<file path="src/rtl/sync_fifo_status.sv">
// sync_fifo_status: single-clock FIFO with show-ahead read data, occupancy
// and threshold flags, and sticky overflow/underflow error flags.
// DEPTH need not be a power of two; pointers wrap by explicit compare.
module sync_fifo_status #(
  parameter int WIDTH     = 4,
  parameter int DEPTH     = 4,
  parameter int AF_THRESH = DEPTH - 1,
  parameter int AE_THRESH = 1
) (
  input  logic                       clk,
  input  logic                       rst,
  input  logic                       i_fifo_w_stb,
  input  logic [WIDTH-1:0]           i_fifo_w_data,
  input  logic                       i_fifo_r_stb,
  input  logic                       i_fifo_clr_err,
  output logic [WIDTH-1:0]           o_fifo_r_data,
  output logic                       o_fifo_full,
  output logic                       o_fifo_not_full,
  output logic                       o_fifo_empty,
  output logic                       o_fifo_not_empty,
  output logic [$clog2(DEPTH+1)-1:0] o_fifo_count,
  output logic                       o_fifo_almost_full,
  output logic                       o_fifo_almost_empty,
  output logic                       o_fifo_overflow,
  output logic                       o_fifo_underflow
);

  localparam int CW = $clog2(DEPTH + 1);
  localparam int PW = (DEPTH > 1) ? $clog2(DEPTH) : 1;

  localparam logic [CW-1:0] DEPTH_C    = CW'(DEPTH);
  localparam logic [CW-1:0] AF_C       = CW'(AF_THRESH);
  localparam logic [CW-1:0] AE_C       = CW'(AE_THRESH);
  localparam logic [PW-1:0] LAST_PTR_C = PW'(DEPTH - 1);

  // Reject illegal parameter combinations at elaboration time.
  if (WIDTH < 1) begin : g_bad_width
    $error("sync_fifo_status: WIDTH must be >= 1");
  end
  if (DEPTH < 2) begin : g_bad_depth
    $error("sync_fifo_status: DEPTH must be >= 2");
  end
  if (AF_THRESH < 1 || AF_THRESH > DEPTH) begin : g_bad_af
    $error("sync_fifo_status: AF_THRESH must be in 1..DEPTH");
  end
  if (AE_THRESH < 0 || AE_THRESH > DEPTH - 1 || AE_THRESH >= AF_THRESH) begin : g_bad_ae
    $error("sync_fifo_status: AE_THRESH must be in 0..DEPTH-1 and below AF_THRESH");
  end

  logic [WIDTH-1:0] mem_q [DEPTH];
  logic [PW-1:0]    rd_ptr_q, rd_ptr_d;
  logic [PW-1:0]    wr_ptr_q, wr_ptr_d;
  logic [CW-1:0]    count_q,  count_d;
  logic             overflow_q,  overflow_d;
  logic             underflow_q, underflow_d;
  logic             rd_acc, wr_acc;

  // A read needs data; a write needs room, or a slot freed by a same-cycle read.
  assign rd_acc = i_fifo_r_stb && (count_q != '0);
  assign wr_acc = i_fifo_w_stb && ((count_q != DEPTH_C) || rd_acc);

  // Next-state for pointers, occupancy count and sticky error flags.
  always_comb begin
    // NOTE: every variable gets a default first so no path leaves it unassigned,
    // which would otherwise infer a latch; blocking '=' is correct in always_comb.
    rd_ptr_d    = rd_ptr_q;
    wr_ptr_d    = wr_ptr_q;
    count_d     = count_q;
    overflow_d  = overflow_q;
    underflow_d = underflow_q;

    if (rd_acc) begin
      rd_ptr_d = (rd_ptr_q == LAST_PTR_C) ? '0 : rd_ptr_q + PW'(1);
    end
    if (wr_acc) begin
      wr_ptr_d = (wr_ptr_q == LAST_PTR_C) ? '0 : wr_ptr_q + PW'(1);
    end

    if (wr_acc && !rd_acc) begin
      count_d = count_q + CW'(1);
    end else if (rd_acc && !wr_acc) begin
      count_d = count_q - CW'(1);
    end

    // Clear first so that a same-cycle error event takes priority.
    if (i_fifo_clr_err) begin
      overflow_d  = 1'b0;
      underflow_d = 1'b0;
    end
    if (i_fifo_w_stb && !wr_acc) begin
      overflow_d = 1'b1;
    end
    if (i_fifo_r_stb && (count_q == '0)) begin
      underflow_d = 1'b1;
    end
  end

  // Control state register with synchronous reset that overrides all strobes.
  always_ff @(posedge clk) begin
    // NOTE: sequential state uses non-blocking '<=' so every register samples
    // the pre-edge values regardless of statement order.
    if (rst) begin
      rd_ptr_q    <= '0;
      wr_ptr_q    <= '0;
      count_q     <= '0;
      overflow_q  <= 1'b0;
      underflow_q <= 1'b0;
    end else begin
      rd_ptr_q    <= rd_ptr_d;
      wr_ptr_q    <= wr_ptr_d;
      count_q     <= count_d;
      overflow_q  <= overflow_d;
      underflow_q <= underflow_d;
    end
  end

  // Storage array: written on accepted writes only, never during reset.
  always_ff @(posedge clk) begin
    // NOTE: the memory is deliberately not reset; its contents are only
    // observable after a write, and a reset port would bloat the array.
    if (!rst && wr_acc) begin
      mem_q[wr_ptr_q] <= i_fifo_w_data;
    end
  end

  // Show-ahead head data and status flags, all derived from registered state.
  assign o_fifo_r_data       = mem_q[rd_ptr_q];
  assign o_fifo_count        = count_q;
  assign o_fifo_full         = (count_q == DEPTH_C);
  assign o_fifo_not_full     = ~o_fifo_full;
  assign o_fifo_empty        = (count_q == '0);
  assign o_fifo_not_empty    = ~o_fifo_empty;
  assign o_fifo_almost_full  = (count_q >= AF_C);
  assign o_fifo_almost_empty = (count_q <= AE_C);
  assign o_fifo_overflow     = overflow_q;
  assign o_fifo_underflow    = underflow_q;

endmodule

</file>
<file path="config.mk">
export PLATFORM = sky130hd
export DESIGN_NAME = sync_fifo_status
export DESIGN_NICKNAME = d
export VERILOG_FILES = /design/src/rtl/sync_fifo_status.sv
export SDC_FILE = /design/constraint.sdc
export NUM_CORES = 1
export LEC_CHECK = 0
export CORE_AREA = 2 2 56 58
export CTS_CLUSTER_DIAMETER = 30
export DETAILED_ROUTE_END_ITERATION = 10
export DIE_AREA = 0 0 58 60
export PLACE_DENSITY = 0.68
export SLEW_MARGIN = 20
export SYNTH_ARGS = -nofsm -noshare
export SYNTH_HDL_FRONTEND = slang
export SYNTH_SLANG_ARGS = --single-unit
</file>
<file path="constraint.sdc">
create_clock -name clk -period 1.8 [get_ports clk]
set_input_delay 0.27 -clock clk [delete_from_list [all_inputs] [get_ports clk]]
set_output_delay 0.27 -clock clk [all_outputs]
set_load 0.1 [all_outputs]
</file>
; Yosys cells after proc, flatten, opt, wreduce, memory -nomap -nowiden
; Memory sizes are Yosys's and may differ from the RTL's. A register that Yosys moved wholly into a read port is not among the register bits.
; Cells that the tools add are included.
; W data, S select, Z words.
[totals]
reg_bits = 9
mem_count = 1
mem_bits_rw = 16
input_bits = 9
out_inout_bits = 15
[op_classes]
n_addsub = 4
n_lt_le_gt_ge = 2
bitwise_logic = 2
n_reduce_logical = 16
eq_ne = 4
mux = 11
[mem_list]
columns = memory, depth, width, read_ports, rd_clocked_by_memory_dff, wr, line_no
row1 = mem_q, 4, 4, 1, 1, 1, 50  ; logic [WIDTH-1:0] mem_q [DEPTH];
[op_table]
columns = op, n
row1 = $mux W2, 4
row2 = $logic_and A1 B1 Y1, 7
row3 = $mux W3, 2
row4 = $reduce_bool A2 Y1, 3
row5 = $mux W1, 5
row6 = $add A2 B1 Y2 const B, 2
row7 = $eq A2 B2 Y1 const B, 2
row8 = $add A3 B1 Y3 const B, 1
row9 = $eq A3 B3 Y1 const B, 1
row10 = $ge A3 B2 Y1 const B, 1
row11 = $le A3 B1 Y1 const B, 1
row12 = $logic_not A1 Y1, 3
row13 = $logic_not A3 Y1, 1
row14 = $ne A3 B3 Y1 const B, 1
row15 = $reduce_bool A3 Y1, 1
row16 = $sub A3 B1 Y3 const B, 1
row17 = $not A1 Y1, 2
row18 = $logic_or A1 B1 Y1, 1

; Longest topological paths before layout
[logic_depth]
depth_word = 8
ltp_mapped = 9
depth_no_buf = 9

; Worst setup path before layout
; Ideal clock, no wire load.
[synth_timing]
path_kind = reg2out
startpoint = reg count_q[0] (netlist: o_fifo_count[0])
endpoint = out o_fifo_almost_full
t_arrival_ps = 3392
setup_slack_ps = -1862
required_time_ps = 1530
stages_incl_launch_ff = 3
cell_sequence = dfxtp_1 inv_1 o21ai_0
[synth_between]
elab_chain_cells = 1
[synth_lines]
columns = item, line_no
row1 = "start, declared", 53  ; logic [CW-1:0] count_q, count_d;
row2 = "start signal, assigned", 111  ; count_q <= count_d;
row3 = $ge A3 B2 Y1, 133  ; assign o_fifo_almost_full = (count_q >= AF_C);
row4 = "end, declared", 22  ; output logic o_fifo_almost_full,
; Every way passes these cells.

==> impl_results.html <==
<table>
<tr><th>Metric</th><th>Value</th></tr>
<tr><th colspan="2">Yosys</th></tr>
<tr><td>Register bit total from synthesis</td><td>27</td></tr>
<tr><td>Most used flip-flop cell after synthesis</td><td>edfxtp_1</td></tr>
<tr><td>Synth unique cells</td><td>27</td></tr>
<tr><td>Cell types with the largest area share after synthesis</td><td>edfxtp_1 39%, dfxtp_1 18%, ha_1 11%</td></tr>
<tr><td>Number of synthesized flops with an enable pin</td><td>16</td></tr>
<tr><td>Number of instances in the synthesized netlist</td><td>95</td></tr>
<tr><td>Fraction of registers with async set/reset</td><td>0%</td></tr>
<tr><td>Post-synthesis instance area</td><td>1230 um^2</td></tr>
<tr><td>Yosys warnings</td><td>0</td></tr>
<tr><td>Average cell area after synthesis</td><td>12.9 um^2</td></tr>
<tr><td>Leading cell type by number of instances after synthesis</td><td>edfxtp_1</td></tr>
<tr><td>Area share of the leading cell type in the synthesized netlist</td><td>39.1%</td></tr>
<tr><td>Area leader, netlist</td><td>edfxtp_1</td></tr>
<tr><td>List of most frequent post-synthesis cells</td><td>16 x edfxtp_1, 11 x dfxtp_1, 11 x ha_1</td></tr>
<tr><td>Net Count, Synth</td><td>115</td></tr>
<tr><td>Sequential-to-total area share from yosys stat</td><td>57.0%</td></tr>
<tr><th colspan="2">Timing</th></tr>
<tr><td>Final period util</td><td>95.6%</td></tr>
<tr><td>Clock period minus worst slack</td><td>1.72 ns</td></tr>
<tr><td>Final hold violation count</td><td>0</td></tr>
<tr><td>Slew at the pin closest to its max-slew limit</td><td>0.370 ns</td></tr>
<tr><td>Setup repair after global routing missed its margin</td><td>false</td></tr>
<tr><td>Total of endpoints with negative setup slack in the final report</td><td>0</td></tr>
<tr><td>Relative slew slack</td><td>75.2%</td></tr>
<tr><td>Final-layout setup total negative slack</td><td>0 ns</td></tr>
<tr><td>Post-route clock skew</td><td>0.00245 ns</td></tr>
<tr><td>Final Max Slew Viols</td><td>0</td></tr>
<tr><td>Max frequency</td><td>581 MHz</td></tr>
<tr><th colspan="2">CTS</th></tr>
<tr><td>Maximum root-to-sink buffer count</td><td>2</td></tr>
<tr><td>Clock input transition at the sequential cells of the worst setup and hold paths</td><td>0.13 ns</td></tr>
<tr><td>Clock buffers created by TritonCTS</td><td>3</td></tr>
<tr><td>Skew-Pair Late Insertion Delay</td><td>0.31 ns</td></tr>
<tr><td>TritonCTS sink count</td><td>27</td></tr>
<tr><td>Cell at the root of the clock tree</td><td>clkbuf_4</td></tr>
<tr><td>CTS tree</td><td>built</td></tr>
<tr><td>CTS H-Tree Depth</td><td>1</td></tr>
<tr><th colspan="2">Run</th></tr>
<tr><td>MaxCap Viol Count</td><td>0</td></tr>
<tr><th colspan="2">Setup path</th></tr>
<tr><td>Capturing point of the worst reg2reg path</td><td>o_fifo_count[2]$_SDFFE_PP0P_</td></tr>
<tr><td>Worst path arrival time</td><td>1.45 ns</td></tr>
<tr><td>Crit path to</td><td>o_fifo_r_data[1]</td></tr>
<tr><td>Maximum fanout encountered on the critical timing path</td><td>4</td></tr>
<tr><td>Crit path required time</td><td>1.53 ns</td></tr>
<tr><td>Worst reg2reg path depth</td><td>9</td></tr>
<tr><td>Register-to-register path setup slack</td><td>0.11 ns</td></tr>
<tr><td>Setup CP Type</td><td>reg2out</td></tr>
<tr><td>Launch instance of the worst register-to-register path</td><td>o_fifo_count[1]$_SDFFE_PP0P_</td></tr>
<tr><td>Setup crit end kind</td><td>output port</td></tr>
<tr><td>Worst Setup Start Kind</td><td>register</td></tr>
<tr><th colspan="2">Global routing</th></tr>
<tr><td>GRT Util Overall</td><td>14.9%</td></tr>
<tr><td>Initial antenna violation count</td><td>0</td></tr>
<tr><td>Final global-route overflow total</td><td>0</td></tr>
<tr><td>Number of global-route vias before repair</td><td>817</td></tr>
<tr><td>Global-route wire length before repair</td><td>3740 um</td></tr>
<tr><td>Largest net degree at the start of global routing</td><td>15</td></tr>
<tr><th colspan="2">Routing</th></tr>
<tr><td>Number of search-and-repair iterations in the first detailed-routing pass</td><td>3</td></tr>
<tr><td>Vias per Instance</td><td>4.98</td></tr>
<tr><td>Remaining antenna violation count</td><td>0</td></tr>
<tr><td>Number of DRC violations after detailed routing</td><td>0</td></tr>
<tr><td>Post-detailed-routing wire length</td><td>2260 um</td></tr>
<tr><td>Final routed wire length divided by cell count</td><td>14.2 um</td></tr>
<tr><td>Iteration-0 DRC count of the detailed router</td><td>16</td></tr>
<tr><td>Detailed-route via count</td><td>792</td></tr>
<tr><th colspan="2">Placed design</th></tr>
<tr><td>GP Congestion</td><td>0.707</td></tr>
<tr><td>Area after DPL</td><td>1770 um^2</td></tr>
<tr><td>Half-perimeter wire length after detailed placement</td><td>1840 um</td></tr>
<tr><td>Count of input and output buffers</td><td>23</td></tr>
<tr><th colspan="2">Die</th></tr>
<tr><td>Total core area</td><td>2900 um^2</td></tr>
<tr><td>Number of core rows</td><td>20</td></tr>
<tr><td>Die height</td><td>60 um</td></tr>
<tr><td>Die area</td><td>3480 um^2</td></tr>
<tr><td>I/O pin total</td><td>24</td></tr>
<tr><td>Width of the die</td><td>58 um</td></tr>
<tr><td>Starting utilization of the core area</td><td>42.4%</td></tr>
<tr><th colspan="2">Finish</th></tr>
<tr><td>Area used by multi-input combinational logic</td><td>571 um^2</td></tr>
<tr><td>FF/Latch Area</td><td>716 um^2</td></tr>
<tr><td>Share of post-route cells with drive strength above 1</td><td>39.7%</td></tr>
<tr><td>Summed area of non-filler cells in the final layout</td><td>1810 um^2</td></tr>
<tr><td># fillers</td><td>224</td></tr>
<tr><td>Post-layout net count</td><td>147</td></tr>
<tr><td>Diode count</td><td>0</td></tr>
<tr><td>Area added between synthesis and finish</td><td>46.8%</td></tr>
<tr><th colspan="2">Min path</th></tr>
<tr><td>Hold Crit Depth</td><td>2</td></tr>
<tr><td>Hold WC Path Type</td><td>reg2reg</td></tr>
<tr><th colspan="2">Status</th></tr>
<tr><td>Run status</td><td>finished, final reports clean</td></tr>
</table>
==> layer usage <==
layer  track usage (%)  vias up  routed length, um  part of all wire (%)
met2              29.2       19               1260                    56
met3              3.68        2                108                   4.8
met5                 0        -                  0                     0
li1                  -      402                  -                     -
met4              5.98        0                 17                  0.75
met1              14.8      369                882                    39
==> state kept, by name, summed over array words and instances (netlist names), named ones only <==
name and cells:
rd_ptr_q 2, o_fifo_underflow 1, mem_q 16, o_fifo_count 3
wr_ptr_q 2, o_fifo_overflow 1
==> how the worst min path moves through the flow <==
stage,startpoint,to,slack (ns)
final,rd_ptr_q[0]$_SDFFE_PP0P_,register,0.52
after global routing,rd_ptr_q[0]$_SDFFE_PP0P_,register,0.56
after CTS,rd_ptr_q[0]$_SDFFE_PP0P_,register,0.53
after detailed placement,rd_ptr_q[0]$_SDFFE_PP0P_,rd_ptr_q[0]$_SDFFE_PP0P_,0.51
after global placement,rd_ptr_q[1]$_SDFFE_PP0P_,rd_ptr_q[1]$_SDFFE_PP0P_,0.49
after floorplan,i_fifo_w_data[0],mem_q[0][0]$_DFFE_PP_,0.37
==> layout by cell type, fill, tap and decap left out, drive strengths merged, types with 2 or more instances in the layout <==
master	synthesis	routed
o21ai	6	6
nor2b	3	3
mux4	4	4
dfxtp	11	11
nor2	7	7
nand3b	2	2
ha	11	11
inv	10	9
a21oi	7	7
clkdlybuf4s50	0	8
clkbuf	1	4
edfxtp	16	16
nor3b	5	5
buf	0	20
nand2	2	2
==> through the flow <==
| stage | std cells | utilization [%] | hold WS, ns | setup slack, ns |
|---|---|---|---|---|
| after floorplan | 95 | - | 0.369 | -0.0950 |
| after global placement | 154 | 60.8 | 0.491 | 0.0197 |
| after detailed placement | 154 | 60.8 | 0.509 | -0.0151 |
| after CTS | 158 | 61.8 | 0.526 | 0.0107 |
| after global routing | 159 | 62.2 | 0.562 | 0.00561 |
| final | 159 | 62.2 | 0.523 | 0.0795 |
==> logic make-up (layout without fill, tap and decap cells) <==
family                   count (synthesis)  after routing  share of synthesized area [%]
buffers and inverters                   11             42                           3.56
XOR/XNOR                                 2              2                           1.42
AO/OA/AOI/OAI                           15             15                           6.82
flip-flops                              27             27                           57.0
adder cells (fa/ha/maj)                 11             11                           11.2
multiplexers                             5              5                           8.14
AND/OR/NAND/NOR                         24             24                           11.9
==> timing repair <==
action,4_1_cts,5_1_grt
hold endpoints to repair,0,0
gates resized for setup,1,2
endpoints found under the setup margin,4,5
hold buffers,0,0
buffers inserted,0,1
pin swaps,0,0
==> worst max-delay path, cell delays in order (launching register included) <==
cell and delay (ns):
dfxtp_4 0.41, mux4_2 0.54, buf_12 0.19
==> final cells by class <==
type / instances / share of cell area [%]
timing repair buffer: 28 / 21.8
clock buffer: 4 / 1.46
multi-input combinational: 57 / 31.6
inverter: 10 / 3.26
tap: 33 / 2.29
sequential: 27 / 39.6
Power is left out: the tool's default activity adds up to more than one toggle a clock period on the data nets, which glitch-free logic cannot reach.
